[src/rtl/ibexc_trace_pkg.sv]
// Shared types for the RVFI trace packer: the stored record, header bit positions
// and the serializer state encoding.
package ibexc_trace_pkg;

    typedef struct packed {
        logic        drop;
        logic        trap;
        logic        intr;
        logic [4:0]  rd_addr;
        logic [15:0] order;
        logic [31:0] pc;
        logic [31:0] insn;
        logic [31:0] rd_wdata;
    } trace_rec_t;

    localparam int unsigned TRACE_REC_W   = $bits(trace_rec_t);

    localparam int unsigned HDR_DROP_BIT  = 31;
    localparam int unsigned HDR_TRAP_BIT  = 30;
    localparam int unsigned HDR_INTR_BIT  = 29;
    localparam int unsigned HDR_RD_LSB    = 24;
    localparam int unsigned HDR_ORDER_LSB = 0;

    typedef enum logic [2:0] {
        SER_IDLE  = 3'd0,
        SER_HDR   = 3'd1,
        SER_PC    = 3'd2,
        SER_INSN  = 3'd3,
        SER_WDATA = 3'd4
    } ser_state_e;

    // Bits [23:16] of the header are reserved and always zero.
    function automatic logic [31:0] pack_hdr(input trace_rec_t rec);
        logic [31:0] hdr;
        hdr                        = '0;
        hdr[HDR_DROP_BIT]          = rec.drop;
        hdr[HDR_TRAP_BIT]          = rec.trap;
        hdr[HDR_INTR_BIT]          = rec.intr;
        hdr[HDR_RD_LSB +: 5]       = rec.rd_addr;
        hdr[HDR_ORDER_LSB +: 16]   = rec.order;
        return hdr;
    endfunction

endpackage

[src/rtl/ibexc_trace_fifo.sv]
// Synchronous record FIFO; pointers wrap modulo Depth and a separate occupancy
// counter drives full/empty/level.
module ibexc_trace_fifo #(
    parameter int unsigned Width = 8,
    parameter int unsigned Depth = 8,
    localparam int unsigned AddrW = $clog2(Depth)
) (
    input  logic             clk_i,
    input  logic             rst_i,
    input  logic             push_i,
    input  logic [Width-1:0] wdata_i,
    input  logic             pop_i,
    output logic [Width-1:0] rdata_o,
    output logic             full_o,
    output logic             empty_o,
    output logic [AddrW:0]   level_o
);

    localparam logic [AddrW:0] FullLvl = (AddrW + 1)'(Depth);

    logic [Width-1:0] mem_q [Depth];
    logic [AddrW-1:0] wr_ptr_q;
    logic [AddrW-1:0] rd_ptr_q;
    logic [AddrW:0]   level_q;

    always_ff @(posedge clk_i) begin
        if (push_i) begin
            mem_q[wr_ptr_q] <= wdata_i;
        end
    end

    always_ff @(posedge clk_i or posedge rst_i) begin
        if (rst_i) begin
            wr_ptr_q <= '0;
            rd_ptr_q <= '0;
            level_q  <= '0;
        end else begin
            if (push_i) begin
                wr_ptr_q <= wr_ptr_q + 1'b1;
            end
            if (pop_i) begin
                rd_ptr_q <= rd_ptr_q + 1'b1;
            end
            // Push and pop together leave the occupancy unchanged.
            case ({push_i, pop_i})
                2'b10:   level_q <= level_q + 1'b1;
                2'b01:   level_q <= level_q - 1'b1;
                default: level_q <= level_q;
            endcase
        end
    end

    assign rdata_o = mem_q[rd_ptr_q];
    assign full_o  = (level_q == FullLvl);
    assign empty_o = (level_q == '0);
    assign level_o = level_q;

endmodule

[src/rtl/ibexc_rvfi_trace_packer.sv]
// Captures RVFI retirements into a record FIFO and streams each record as four
// 32-bit beats (HDR, PC, INSN, WDATA), counting records lost to a full FIFO.
module ibexc_rvfi_trace_packer
    import ibexc_trace_pkg::*;
#(
    parameter int unsigned Depth = 8,
    localparam int unsigned LvlW = $clog2(Depth) + 1
) (
    input  logic            clk_i,
    input  logic            rst_i,
    input  logic            trace_en_i,
    input  logic            rvfi_valid,
    input  logic [63:0]     rvfi_order,
    input  logic [31:0]     rvfi_insn,
    input  logic [31:0]     rvfi_pc_rdata,
    input  logic [31:0]     rvfi_rd_wdata,
    input  logic [4:0]      rvfi_rd_addr,
    input  logic            rvfi_trap,
    input  logic            rvfi_intr,
    output logic            trc_valid_o,
    input  logic            trc_ready_i,
    output logic [31:0]     trc_data_o,
    output logic            trc_last_o,
    output logic [15:0]     drop_cnt_o,
    input  logic            drop_clr_i,
    output logic [LvlW-1:0] level_o,
    output ser_state_e      dbg_state_o
);

    // Stream handshake: a beat transfers on a rising edge where trc_valid_o && trc_ready_i;
    // once valid is raised, data and last hold until that transfer.
    ser_state_e      state_q;
    trace_rec_t      head_rec;
    trace_rec_t      new_rec;
    logic            fifo_full;
    logic            fifo_empty;
    logic [LvlW-1:0] fifo_level;
    logic            cap_req, pop, can_write, push, drop;
    logic [15:0]     drop_cnt_q, drop_cnt_d;
    logic            pending_drop_q, pending_drop_d;
    logic            unused_order;

    assign unused_order = ^rvfi_order[63:16];

    assign cap_req   = rvfi_valid && trace_en_i;
    assign pop       = (state_q == SER_WDATA) && trc_ready_i;
    assign can_write = !fifo_full || pop;
    assign push      = cap_req && can_write;
    assign drop      = cap_req && !can_write;

    assign new_rec = '{
        drop:     pending_drop_q,
        trap:     rvfi_trap,
        intr:     rvfi_intr,
        rd_addr:  rvfi_rd_addr,
        order:    rvfi_order[15:0],
        pc:       rvfi_pc_rdata,
        insn:     rvfi_insn,
        rd_wdata: rvfi_rd_wdata
    };

    ibexc_trace_fifo #(
        .Width (TRACE_REC_W),
        .Depth (Depth)
    ) u_fifo (
        .clk_i   (clk_i),
        .rst_i   (rst_i),
        .push_i  (push),
        .wdata_i (new_rec),
        .pop_i   (pop),
        .rdata_o (head_rec),
        .full_o  (fifo_full),
        .empty_o (fifo_empty),
        .level_o (fifo_level)
    );

    // Leaving IDLE on the pushing edge itself gives the one-cycle capture-to-HDR latency.
    always_ff @(posedge clk_i or posedge rst_i) begin
        if (rst_i) begin
            state_q <= SER_IDLE;
        end else begin
            case (state_q)
                SER_IDLE:  if (!fifo_empty || push) state_q <= SER_HDR;
                SER_HDR:   if (trc_ready_i) state_q <= SER_PC;
                SER_PC:    if (trc_ready_i) state_q <= SER_INSN;
                SER_INSN:  if (trc_ready_i) state_q <= SER_WDATA;
                SER_WDATA: if (trc_ready_i) begin
                    state_q <= ((fifo_level > LvlW'(1)) || push) ? SER_HDR : SER_IDLE;
                end
                default:   state_q <= SER_IDLE;
            endcase
        end
    end

    always_comb begin
        drop_cnt_d     = drop_cnt_q;
        pending_drop_d = pending_drop_q;
        if (drop_clr_i) begin
            drop_cnt_d = drop ? 16'd1 : 16'd0;
        end else if (drop && (drop_cnt_q != 16'hFFFF)) begin
            drop_cnt_d = drop_cnt_q + 16'd1;
        end
        if (drop) begin
            pending_drop_d = 1'b1;
        end else if (push) begin
            pending_drop_d = 1'b0;
        end
    end

    always_ff @(posedge clk_i or posedge rst_i) begin
        if (rst_i) begin
            drop_cnt_q     <= '0;
            pending_drop_q <= 1'b0;
        end else begin
            drop_cnt_q     <= drop_cnt_d;
            pending_drop_q <= pending_drop_d;
        end
    end

    // The head entry is stable until the WDATA pop, so beats need no extra staging.
    always_comb begin
        trc_data_o = '0;
        case (state_q)
            SER_HDR:   trc_data_o = pack_hdr(head_rec);
            SER_PC:    trc_data_o = head_rec.pc;
            SER_INSN:  trc_data_o = head_rec.insn;
            SER_WDATA: trc_data_o = head_rec.rd_wdata;
            default:   trc_data_o = '0;
        endcase
    end

    assign trc_valid_o = (state_q != SER_IDLE);
    assign trc_last_o  = (state_q == SER_WDATA);
    assign drop_cnt_o  = drop_cnt_q;
    assign level_o     = fifo_level;
    assign dbg_state_o = state_q;

endmodule

[config.mk]
export PLATFORM = sky130hd
export DESIGN_NAME = ibexc_rvfi_trace_packer
export DESIGN_NICKNAME = d
export VERILOG_FILES = /design/src/rtl/ibexc_trace_pkg.sv /design/src/rtl/ibexc_trace_fifo.sv /design/src/rtl/ibexc_rvfi_trace_packer.sv
export SDC_FILE = /design/constraint.sdc
export NUM_CORES = 1
export LEC_CHECK = 0
export CAP_MARGIN = 10
export CORE_ASPECT_RATIO = 0.7
export CORE_MARGIN = 1
export CORE_UTILIZATION = 30
export DETAILED_ROUTE_END_ITERATION = 12
export DONT_BUFFER_PORTS = 1
export GPL_ROUTABILITY_DRIVEN = 0
export PLACE_DENSITY = 0.56
export SYNTH_ARGS = -nofsm -noshare
export SYNTH_HDL_FRONTEND = slang
export SYNTH_SLANG_ARGS = --single-unit
[constraint.sdc]
create_clock -name clk_i -period 12.7 [get_ports clk_i]
set_clock_uncertainty 0.2 [all_clocks]
set_input_delay 0.635 -clock clk_i [delete_from_list [all_inputs] [get_ports clk_i]]
set_output_delay 0.635 -clock clk_i [all_outputs]
set_load 0.005 [all_outputs]
==> impl_metrics.ini <==
[clock_network]
cts_setup_buffers = 0
ctsResizeCount = 0
clk_latency_ps = 700
htree_levels = 3
cts_buffers = 98
clock_tree.root_cell = clkbuf_16
cts_max_path_buffers = 3
cts.sinks = 990
cts_tree = yes
clkTransAtPathRegs_ps = 60
postCtsHoldBufs = 124

[timing]
relSlewSlack_pct = 26.55
min_period_ps = 5432
timing_hold_violations_final = 0
fmax_mhz = 184.1
fin_crit_sh_pct = 42.77
tightest_slew_ps = 1099
slew_viol_final = 0
setup_ws_ps = 7268
rsz0062_at_grt = false
fin_hold_ws_ps = 94.97
setup_viol = 0
setup_tns_ps = 0

[setup_path]
rr_endpoint = u_fifo.mem_q[2][57]
rr_startpoint = u_fifo.level_o[0]
critPathMaxStageDelay_ps = 980
reg2regPathDepth = 8
arrival_ps = 4600
crit_chain = buf_12 -> buf_4 -> mux4_2 -> a22o_1 -> a222oi_1 -> nand3_1
cp_top_family = buffers and inverters
worstPathRequired_ps = 11860
end_kind = primary output
path_class = reg2out
crit_path_top_delay_cell = dfrtp_4
startpoint_type = flop
cp_max_fo = 109
cp_num_buf_inv = 2
r2r_setup_slack_ps = 8390

[power]
finalPower_mw = 8.668
total_leakage_power_nw = 13.62
peakVddDrop_mv = 0.1212
power_density_nw_per_um2 = 194.4

[layout]
design_area_um2 = 44580
layout.nets = 2081
n_fill_cell = 11368
finalNonFillerCells = 3637
final_cell_mix = edfxtp_1, mux4_2, dlygate4sd3_1, clkbuf_16, a22oi_1
post-route-util_pct = 35.66
final_common_cell = edfxtp_1
area_growth_pct = 17.03
drive_above_1_share_pct = 22.18

[yosys]
synth_warnings = 0
async_reset_ff_share_pct = 3.030
synthCells = 1742
synth_edf_count = 960
synth_largest_area_cell = edfxtp_1
synth_xor_area_share_pct = 0.2069
synth_area_per_cell_um2 = 21.87
synthSimpleGateAreaFrac_pct = 2.608
synth_area_leaders = edfxtp_1, mux4_2, dfrtp_1
synth_area_um2 = 38090
synth_fa_ha_area_share_pct = 0.2299
synth_compound_area_share_pct = 3.804
ys.flop_type = edfxtp_1
yosysSeqAreaShare_pct = 77.65
synth_top_area_share_pct = 75.68
ys_types = 58
synth_mux_area_share_pct = 14.06
syn_nets = 1922
ys_ff_latch = 990
synth_top_family_by_area = multiplexers

[routing]
dr_total_vias = 18314
drc = 0
postRouteAntennaNets = 0
vias_per_cell = 5.035
drt-initial-drc-count = 1688
drtPass1Iterations = 7
wl_per_cell_um = 25.61
routed_wl_mm = 93.14

[die]
die_w_um = 427.9
ios = 230
rows = 108
die-area_um2 = 128400
die_y_um = 300.1
core-area_um2 = 125000
start_util_pct = 30.47

[global_routing]
grt_start_max_net_pins = 121
grt.total_usage_pct = 14.39
grtUsageMet1_pct = 19.36
grt-ovfl-total = 0
grt_use_met2_pct = 23.82
use_met3_pct = 2.992
grt_pass1_vias = 19239
busiest_layer = met2
grt_first_pass_wirelength_mm = 134.8
antenna_found_initial = 19

[status]
status = completed

[placement]
hpwl_mm = 50.01
place_ws_ps = 7746
numPortBuffers = 0
place_area_um2 = 40090
placed_cells = 3327

[worst_hold_path]
hold_depth = 4
worstHoldStart = trc_ready_i
hold_end = dbg_state_o[0]
min_path_type = in2reg

[run]
drv_cap = 0
## area by class of cell
type	count	area, µm²	share of cell area (%)
Clock inverter	68	680.7	1.527
Timing Repair Buffer	159	1592	3.570
Multi-Input combinational cell	644	8058	18.08
Tap cell	1650	2064	4.631
Clock buffer	115	2559	5.740
Sequential cell	990	29590	66.37
Antenna cell	3	7.507	0.01684
Inverter	8	30.03	0.06736
## cells by family (layout without fill, tap and decap cells)
kind of cell	after synthesis	in the layout
compound gates	196	196
buf+inv	108	350
mux	266	266
simple gates	166	166
other cells	0	3
flops	990	990
fa+ha+maj	7	7
xor+xnor	9	9
## Yosys cell counts, types with 12 or more instances
cell type and instances:
nand4_1 21, edfxtp_1 960, dfrtp_1 30, a221oi_1 14, nor2_1 18, a22o_1 16, clkbuf_1 40, a22oi_1 69
a21oi_1 12, o211ai_1 13, mux2i_1 32, nor3_1 14, buf_2 37, mux2_2 16, nand3_1 18, nor2b_1 19
o21ai_0 26, nand2_1 20, mux4_2 213
## report_power, final
part / switching, mW / internal, mW
clock network: 1.26 / 1.64
logic: 1.02 / 0.772
registers: 0.130 / 3.85
## registers in the layout, summed over array words and instances, names as in the netlist
signal	count
u_fifo.mem_q	960
drop_cnt_o	16
u_fifo.level_o	4
dbg_state_o	3
u_fifo.rd_ptr_q	3
u_fifo.wr_ptr_q	3
pending_drop_q	1
## how the worst max path moves through the flow
| stage | cells after the start | slack [ps] | from | end |
|---|---|---|---|---|
| finish | 6 | 7270 | u_fifo.rd_ptr_q[1] | trc_data_o[9] |
| global placement | 6 | 7750 | u_fifo.rd_ptr_q[0] | trc_data_o[6] |
| detailed placement | 6 | 7750 | u_fifo.rd_ptr_q[0] | trc_data_o[6] |
| floorplan | 6 | 2120 | u_fifo.level_o[0] | u_fifo.mem_q[2][0] |
| CTS | 6 | 6980 | u_fifo.rd_ptr_q[0] | trc_data_o[6] |
| global route | 6 | 6880 | u_fifo.rd_ptr_q[0] | trc_data_o[6] |
## per-layer routing
metal | vias up | share of wire, %
met4 | 16 | 2.0
met3 | 152 | 5.7
li1 | 7776 | -
met5 | - | 0.11
met1 | 9855 | 44
met2 | 515 | 49
## worst reg2reg max path: stages (launching register included)
cell	delay, ps
dfrtp_1	510
inv_1	80
ha_1	250
and3b_1	180
a21oi_1	400
clkinv_1	430
nor3_2	370
buf_4	620
buf_4	810
No activity file was read; power rests on OpenSTA's default activity.
